## src/rtl/mips_pkg.sv

```systemverilog
// Shared MIPS front-end definitions: instruction field positions,
// the fetch FSM state type and the decoder field select helper.
package mips_pkg;

  localparam logic [5:0] OPC_RTYPE = 6'b000000;

  localparam int OPC_MSB   = 31;
  localparam int OPC_LSB   = 26;
  localparam int FUNCT_MSB = 5;
  localparam int FUNCT_LSB = 0;

  localparam int WORD_BYTES = 4;

  typedef enum logic [1:0] {
    IDLE  = 2'd0,
    REQ   = 2'd1,
    ISSUE = 2'd2,
    FAULT = 2'd3
  } fetch_state_t;

  // R-type words share opcode 0, so the decoder must see funct instead.
  function automatic logic is_rtype_word(input logic [31:0] word);
    return word[OPC_MSB:OPC_LSB] == OPC_RTYPE;
  endfunction

  // Single mux resolving the funct/opcode aliasing for the decoder select.
  function automatic logic [5:0] select_field(input logic [31:0] word);
    return is_rtype_word(word) ? word[FUNCT_MSB:FUNCT_LSB] : word[OPC_MSB:OPC_LSB];
  endfunction

endpackage

```

## src/rtl/instr_fetch_issue.sv

```systemverilog
// Fetch stage feeding the opcode decoder. Keeps the PC, fetches words over a
// req/ack handshake, latches them into the instruction register and issues
// them to the decoder with a registered enable. Handles redirects (with a
// squash for transactions that cannot be aborted), ack timeouts and
// misaligned targets, the latter two ending in a sticky fault.
module instr_fetch_issue
  import mips_pkg::*;
#(
  parameter logic [31:0] RESET_PC    = 32'h0000_0000,
  parameter int          ACK_TIMEOUT = 255,
  parameter int          TO_W        = 8
) (
  input  logic        clk,
  input  logic        rst,
  output logic        imem_req,
  output logic [31:0] imem_addr,
  input  logic        imem_ack,
  input  logic [31:0] imem_rdata,
  input  logic        redirect_valid,
  input  logic [31:0] redirect_pc,
  input  logic        issue_ready,
  output logic        dec_enable,
  output logic [5:0]  dec_field,
  output logic        is_rtype,
  output logic [31:0] ir,
  output logic [31:0] pc_out,
  output logic        fetch_fault
);

  fetch_state_t    state, state_d;
  logic [31:0]     pc, pc_d;
  logic [TO_W-1:0] to_cnt, cnt_d;
  logic            squash, squash_d;

  logic            req_d;
  logic [31:0]     addr_d;
  logic [31:0]     ir_d;
  logic [31:0]     pc_out_d;
  logic [5:0]      field_d;
  logic            rtype_d;
  logic            en_d;
  logic            fault_d;

  logic            ack_valid;
  logic            redirect_bad;
  logic            timeout_hit;
  logic            enter_fault;
  logic [TO_W-1:0] cnt_inc;
  logic [31:0]     pc_inc;

  // An ack only means something while our request is actually on the bus.
  assign ack_valid    = imem_ack && imem_req;
  assign redirect_bad = redirect_valid && (redirect_pc[1:0] != 2'b00);
  assign cnt_inc      = to_cnt + TO_W'(1);
  assign pc_inc       = pc + 32'(WORD_BYTES);
  // ACK_TIMEOUT of zero turns the watchdog off; the counter is sized by TO_W.
  assign timeout_hit  = (ACK_TIMEOUT != 0) && (cnt_inc == TO_W'(ACK_TIMEOUT));

  // Next-state and next-output logic; every output is computed here and registered below.
  always_comb begin
    state_d     = state;
    pc_d        = pc;
    cnt_d       = to_cnt;
    squash_d    = squash;
    req_d       = imem_req;
    addr_d      = imem_addr;
    ir_d        = ir;
    pc_out_d    = pc_out;
    field_d     = dec_field;
    rtype_d     = is_rtype;
    en_d        = dec_enable;
    fault_d     = fetch_fault;
    enter_fault = 1'b0;

    if (state != FAULT && redirect_bad) begin
      enter_fault = 1'b1;
    end

    unique case (state)
      IDLE: begin
        // Any ack seen here belongs to a transaction we no longer own.
        cnt_d   = '0;
        state_d = REQ;
        req_d   = 1'b1;
        addr_d  = pc;
        if (redirect_valid) begin
          pc_d   = redirect_pc;
          addr_d = redirect_pc;
        end
      end

      REQ: begin
        if (ack_valid) begin
          cnt_d = '0;
          if (squash) begin
            // Stale word from before a redirect: drop it and take a bubble
            // so the new address is presented cleanly.
            squash_d = 1'b0;
            req_d    = 1'b0;
            if (redirect_valid) begin
              pc_d = redirect_pc;
            end
          end else if (redirect_valid) begin
            // Word arrived alongside a redirect: discard and restart at target.
            pc_d   = redirect_pc;
            req_d  = 1'b1;
            addr_d = redirect_pc;
          end else begin
            ir_d     = imem_rdata;
            pc_out_d = pc;
            pc_d     = pc_inc;
            field_d  = select_field(imem_rdata);
            rtype_d  = is_rtype_word(imem_rdata);
            req_d    = 1'b0;
            en_d     = 1'b1;
            state_d  = ISSUE;
          end
        end else if (!imem_req) begin
          // Post-squash bubble: launch the request at the current PC.
          cnt_d  = '0;
          req_d  = 1'b1;
          addr_d = pc;
          if (redirect_valid) begin
            pc_d   = redirect_pc;
            addr_d = redirect_pc;
          end
        end else if (timeout_hit) begin
          enter_fault = 1'b1;
        end else begin
          // Outstanding bus transaction cannot be aborted; remember to drop it.
          cnt_d = cnt_inc;
          if (redirect_valid) begin
            pc_d     = redirect_pc;
            squash_d = 1'b1;
          end
        end
      end

      ISSUE: begin
        if (redirect_valid || issue_ready) begin
          state_d = REQ;
          en_d    = 1'b0;
          req_d   = 1'b1;
          addr_d  = pc;
          if (redirect_valid) begin
            pc_d   = redirect_pc;
            addr_d = redirect_pc;
          end
        end
      end

      FAULT: begin
        req_d = 1'b0;
        en_d  = 1'b0;
      end
    endcase

    if (enter_fault) begin
      state_d  = FAULT;
      pc_d     = pc;
      cnt_d    = '0;
      squash_d = 1'b0;
      req_d    = 1'b0;
      en_d     = 1'b0;
      fault_d  = 1'b1;
    end
  end

  // State and output registers with synchronous reset.
  always_ff @(posedge clk) begin
    if (rst) begin
      state       <= IDLE;
      pc          <= RESET_PC;
      to_cnt      <= '0;
      squash      <= 1'b0;
      imem_req    <= 1'b0;
      imem_addr   <= RESET_PC;
      ir          <= '0;
      pc_out      <= '0;
      dec_field   <= '0;
      is_rtype    <= 1'b0;
      dec_enable  <= 1'b0;
      fetch_fault <= 1'b0;
    end else begin
      state       <= state_d;
      pc          <= pc_d;
      to_cnt      <= cnt_d;
      squash      <= squash_d;
      imem_req    <= req_d;
      imem_addr   <= addr_d;
      ir          <= ir_d;
      pc_out      <= pc_out_d;
      dec_field   <= field_d;
      is_rtype    <= rtype_d;
      dec_enable  <= en_d;
      fetch_fault <= fault_d;
    end
  end

endmodule
```

## config.mk

```make
export PLATFORM = sky130hd
export DESIGN_NAME = instr_fetch_issue
export DESIGN_NICKNAME = d
export VERILOG_FILES = /design/src/rtl/mips_pkg.sv /design/src/rtl/instr_fetch_issue.sv
export SDC_FILE = /design/constraint.sdc
export NUM_CORES = 1
export LEC_CHECK = 0
export CAP_MARGIN = 20
export CORE_MARGIN = 2
export CORE_UTILIZATION = 25
export CTS_CLUSTER_SIZE = 14
export DETAILED_ROUTE_END_ITERATION = 12
export HOLD_SLACK_MARGIN = 0.03
export SYNTH_ARGS = -nofsm -noshare
export SYNTH_HDL_FRONTEND = slang
export SYNTH_SLANG_ARGS = --single-unit
```

## constraint.sdc

```tcl
create_clock -name clk -period 4.5 [get_ports clk]
set_input_delay 1.125 -clock clk [delete_from_list [all_inputs] [get_ports clk]]
set_output_delay 1.125 -clock clk [all_outputs]
set_load 0.01 [all_outputs]
```

==> results.ini, run 1 <==
[outcome]
status = complete, no violations

[hold_path]
whs_path_depth = 2
hp-class = flop to flop
whs_endpoint = ir[25]$_SDFFE_PP0P_
hold_start = ir[25]$_SDFFE_PP0P_

[critical_path]
rr_endpoint = pc[11]$_SDFFE_PP0P_
cp_max_fo = 41
required_ns = 4.79
path_common_cell = buf_4
crit_slowest_cell = clkdlybuf4s50_1
end_kind = flop
cp-start-kind = input pin
critPathArrivalTime_ns = 3.54
slowest_delay_ns = 0.63
regToRegStartpoint = to_cnt[0]$_SDFFE_PP0P_
crit_buf_inv = 3
rr_worst_depth = 8
reg2reg_setup_slack_ns = 1.82
path_cells = clkdlybuf4s50_1, nand4b_4, nor2_1, nand2_2, buf_4, buf_4, nand2_1, a21oi_1
worstSetupPathType = input pin to flop
path_delay_family = buffers and inverters

[logic_synthesis]
ys_seq_area_share_pct = 44.11
synth_top_area_share_pct = 44.11
synthCells = 850
yosysWarnings = 0
syn_area_um2 = 6763
async_flop_share_pct = 0
synth_area_leaders = dfxtp_1 (44%), nand2_1 (11%), a21oi_1 (7.7%), mux2i_1 (4.4%), a211oi_1 (4.1%)
ys_ff_latch = 149
syn_nets = 922
synth_edf_count = 0
yosys.cell_types.count = 64
synth_top_cell_by_area = dfxtp_1
avgSynthCellArea_um2 = 7.956
synthFlopType = dfxtp_1

[cts]
clkSinkCount = 149
cts_hold_buffers = 0
ctsResizeCount = 0
insertion_delay_ns = 0.43
numCtsBuffers = 17
ctsHtreeMaxLevel = 4
cts_buffer_depth = 2
clkTransAtPathRegs_ns = 0.07
post_cts_buffers = 0
cts_tree = done
cts-root-buf = clkbuf_16

[layout]
nets = 1059
final_common_cell = nand2_1
fin_util_pct = 35.03
most-common-layout-cells = nand2_1 (192), clkdlybuf4s50_1 (172), dfxtp_1 (149), a21oi_1 (104), nor2_1 (71)
final_layout_size_suffix_gt1_share_pct = 6.907
antenna_cells = 0
syn2layout_area_growth_pct = 38.45

[global_route]
grt-ovfl-total = 0
grt_pass1_wl_um = 33950
grt_antenna_before_repair = 0
grt_usage_pct = 15.08
grt_pass1_vias = 6156
grt_max_degree = 73

[placement]
place_congestion = 0.7915
port_buffers = 174
dp_hpwl_um = 15210

[floorplan]
core_area_um2 = 26730
rows = 60
dieArea_um2 = 28380
top_level_ports = 175
start_util_pct = 25.30
die_x_um = 168.5
die_height_um = 168.5

[sta]
slew_viol_final = 0
rsz0062_at_grt = no
worst_pin_slew_ns = 0.8216
clock_skew_ns = 0.01002
setup_viol = 0
timing.final.crit_share_pct = 72.13
max_freq_mhz = 308.1
worst_hold_slack_ns = 0.4506
hold_viol = 0
slew_headroom_pct = 45.23
min_period_ns = 3.246
fin_tns_setup_ns = 0

[pwr]
p_per_area_nw_per_um2 = 356.5
p_leak_nw = 3.190
irDropWorstVdd_v = 0.0002349
finalPower_mw = 3.338

[run]
cap_violations = 0

[routing]
num_vias = 6536
viasPerCell = 4.878
post_drt_wl_per_cell_um = 16.04
drc_errors = 0
first_pass_iters = 5
drt-total-wl_um = 21490
final_antenna_net_count = 0
drt_iter0_drc = 431

tightest hold or removal path, stage by stage, from the launching register on:
cell and delay, ns:
dfxtp_1 0.31, nand2_1 0.05, a21oi_1 0.05
layer usage:
layer	GRT usage [%]	part of all wire [%]	vias to the layer above	wire, µm
met5	0	0	-	0
met4	4.460	1.9	0	414
met3	3.811	5.2	28	1119
li1	-	-	3281	-
met1	19.95	46	3052	9839
met2	24.32	47	175	10120
through the flow:
step / worst slack, ns / instance area (µm²) / instances
floorplan: 1.896 / 6763 / 850
global placement: 0.8488 / 8757 / 1309
detailed placement: 0.8035 / 8757 / 1309
CTS: 1.246 / 9363 / 1340
global route: 1.027 / 9363 / 1340
finish: 1.254 / 9363 / 1340
how the worst max path moves through the flow:
stage / startpoint / endpoint / cells after the start
floorplan: imem_ack / pc[31]$_SDFFE_PP0P_ / 6
global placement: imem_ack / ir[5]$_SDFFE_PP0P_ / 8
finish: imem_ack / ir[18]$_SDFFE_PP0P_ / 8
detailed placement: imem_ack / ir[7]$_SDFFE_PP0P_ / 8
global route: imem_ack / ir[14]$_SDFFE_PP0P_ / 8
CTS: imem_ack / ir[7]$_SDFFE_PP0P_ / 8
cell usage after synthesis (3+ instances only):
cell and n:
mux2i_1 30, a211oi_2 7, a31oi_1 9, a211oi_1 37, a32o_1 4, nor2_1 74
nor3_1 15, nand2_1 193, a21oi_1 104, nand4_1 6, and3_1 7, or3_1 5
a21o_1 6, a22o_1 3, buf_6 3, nor4_1 4, o31ai_1 6, inv_1 11
nor4b_1 3, o21ai_0 29, o41ai_1 3, ha_1 3, and2_1 3, clkbuf_1 42
a311oi_1 4, o21a_1 3, o22ai_1 5, nand3_1 13, o21ai_1 8, nor2b_1 3
dfxtp_1 149, buf_2 19
area by class of cell:
cell class | count | area, µm²
tap | 341 | 426.7
sequential | 149 | 2983
multi-input combinational | 622 | 3457
clock inverter | 12 | 152.6
clock buffer | 19 | 452.9
fill | 2766 | 17360
timing repair buffer | 186 | 1849
inverter | 11 | 41.29
kinds of logic (layout without fill, tap and decap cells):
group                    Yosys count  in the layout  synth area share (%)
adder cells (fa/ha/maj)            3              3                0.5551
multiplexers                      30             30                 4.440
XOR/XNOR                           1              1                0.1295
AO/OA/AOI/OAI                    246            246                 23.29
buffers and inverters             79            228                 5.180
AND/OR/NAND/NOR                  342            342                 22.29
flip-flops                       149            149                 44.11
sequential cells by signal, summed over array words and instances, names as in the netlist:
name and flops:
imem_addr 32, ir 32, pc 32, pc_out 32, to_cnt 8, dec_field 6
state 2, dec_enable 1, fetch_fault 1, imem_req 1, is_rtype 1, squash 1
power breakdown:
| group | switching (mW) | total (mW) | internal, mW |
|---|---|---|---|
| logic | 0.207 | 0.407 | 0.200 |
| registers | 0.0635 | 1.44 | 1.38 |
| clock network | 0.591 | 1.49 | 0.899 |
| total | 0.861 | 3.34 | 2.48 |
Power figures use the tool's default switching activity.
==> run 2: changes to the inputs <==
- clock period: 4.5 -> 3.1 ns (I/O delays scaled with it)
==> run 2 against run 1 <==
Effect of this change:
- non-clock buffer count increased by 13
- critical endpoint is now pc[31]$_SDFFE_PP0P_
- utilization rose by 0.55 points
- setup slack worse by 0.71 ns
- sequential share of layout area fell by 0.49 points
- sequential power grew 45%
==> results.ini, run 2 (synthesis results as in run 1) <==
[outcome]
status = complete, no violations

[global_route]
grt_usage_pct = 15.30  ; +0.22 points
grt_antenna_before_repair = 0  ; unchanged
grt-ovfl-total = 0  ; unchanged
grt_pass1_wl_um = 34370  ; +1.2%
grt_max_degree = 73  ; unchanged
grt_pass1_vias = 6106  ; -0.81%

[floorplan]
dieArea_um2 = 28380  ; unchanged
top_level_ports = 175  ; unchanged
die_height_um = 168.5  ; unchanged
die_x_um = 168.5  ; unchanged
start_util_pct = 25.30  ; unchanged
core_area_um2 = 26730  ; unchanged
rows = 60  ; unchanged

[hold_path]
hp-class = flop to flop

[sta]
rsz0062_at_grt = no
min_period_ns = 2.558
slew_viol_final = 0  ; unchanged
slew_headroom_pct = 58.86  ; +14 points
setup_viol = 0  ; unchanged
clock_skew_ns = 0.01088  ; +0.0008644 ns
timing.final.crit_share_pct = 82.51
worst_pin_slew_ns = 0.6172  ; -0.2044 ns
fin_tns_setup_ns = 0  ; unchanged
max_freq_mhz = 391.0
hold_viol = 0  ; unchanged

[layout]
fillers = 2770  ; +0.14%
most-common-layout-cells = nand2_1 (192), clkdlybuf4s50_1 (172), dfxtp_1 (149), a21oi_1 (104), nor2_1 (71)
final_cells = 1352  ; +0.90%
final_layout_size_suffix_gt1_share_pct = 7.616  ; +0.71 points
design_area_um2 = 9510  ; +1.6%
final_common_cell = nand2_1
syn2layout_area_growth_pct = 40.63
nets = 1072  ; +1.2%
antenna_cells = 0  ; unchanged

[placement]
placed_cell_area_um2 = 8905  ; +1.7%
dp_hpwl_um = 15280  ; +0.46%
place_congestion = 0.8127  ; +2.7%
port_buffers = 174  ; unchanged
placed_cells = 1322  ; +0.99%

[cts]
cts-root-buf = clkbuf_16
clkSinkCount = 149  ; unchanged
numCtsBuffers = 17  ; unchanged
clkTransAtPathRegs_ns = 0.06  ; about the same
post_cts_buffers = 0  ; unchanged
cts_buffer_depth = 2  ; unchanged
cts_hold_buffers = 0  ; unchanged
insertion_delay_ns = 0.42  ; about the same
cts_tree = done
ctsHtreeMaxLevel = 4  ; unchanged
ctsResizeCount = 0  ; unchanged

[routing]
drt_iter0_drc = 501  ; +16%
num_vias = 6528  ; -0.12%
drt-total-wl_um = 21690  ; +0.93%
final_antenna_net_count = 0  ; unchanged
drc_errors = 0  ; unchanged
post_drt_wl_per_cell_um = 16.04  ; about the same
viasPerCell = 4.828  ; -1.0%
first_pass_iters = 5  ; unchanged

[critical_path]
slowest_delay_ns = 0.62  ; about the same
crit_slowest_cell = clkdlybuf4s50_1
cp_max_fo = 6  ; -85%
path_cells = clkdlybuf4s50_1, nand4b_4, or2_1, or4_4, o32ai_2, a211oi_2
required_ns = 3.40  ; -1.39 ns
cp-start-kind = input pin
worstSetupPathType = input pin to flop
critPathArrivalTime_ns = 2.86  ; -0.68 ns
end_kind = flop

[pwr]
irDropWorstVdd_v = 0.0002942  ; +25%
p_leak_nw = 3.287  ; +3.0%
p_per_area_nw_per_um2 = 512.4  ; +44%
finalPower_mw = 4.873  ; +46%

[run]
cap_violations = 0  ; unchanged

-- run 2: cell count changes in the layout (fill, tap and decap cells not counted), sizes merged --
cell / delta
inv: -2
clkinv: +1
clkbuf: +3
buf: +13
clkinvlp: -4
bufinv: +1
-- run 2: per-layer routing --
metal  routed length (µm)  track usage, %  vias to the layer above
met2                10330           25.23                      164
met5                    0               0                        -
met4                  228           3.898                        0
li1                     -               -                     3300
met1                10100           20.25                     3050
met3                 1040           3.507                       14
-- run 2: worst max-delay path: cells and delay by family --
family	cells	cell delay, ns
buffers and inverters	1	0.62
AND/OR/NAND/NOR	3	1.08
AO/OA/AOI/OAI	2	0.38
-- run 2: cell type report --
cell class                      instances  area (µm²)  share of cell area [%]
Clock buffer                           22       454.2                   4.776
Clock inverter                          8       151.4                   1.592
Inverter                               11       41.29                  0.4342
Multi-Input combinational cell        622        3457                   36.35
Sequential cell                       149        2983                   31.36
Tap cell                              341       426.7                   4.486
Timing Repair Buffer                  199        1997                   21.00
-- run 2: final timing paths --
| path | start | endpoint | slack (ns) | depth (start not counted) |
|---|---|---|---|---|
| worst max-delay path | imem_ack | pc[31]$_SDFFE_PP0P_ | 0.54 | 6 |
| worst max register to register | pc[8]$_SDFFE_PP0P_ | pc[21]$_SDFFE_PP0P_ | 0.73 | 5 |
| worst min-delay path | ir[1]$_SDFFE_PP0P_ | ir[1]$_SDFFE_PP0P_ | 0.45 | 2 |
| worst min register to register | ir[1]$_SDFFE_PP0P_ | ir[1]$_SDFFE_PP0P_ | 0.45 | 2 |
-- run 2: through the flow --
stage               hold slack [ns]  worst slack, ns  utilization (%)
finish                       0.4517           0.5422            35.59
global route                 0.4722           0.4824            35.59
CTS                          0.4549           0.5735            35.59
detailed placement           0.4465           0.1404            33.32
global placement             0.4414           0.1406            33.32
floorplan                    0.4406           0.8458                -
-- run 2: power by group --
part	switching, mW	leakage [nW]	internal [mW]
combinational	0.305	1.78	0.306
clock	0.809	0.294	1.36
sequential	0.0894	1.21	2.00
total	1.20	3.29	3.67
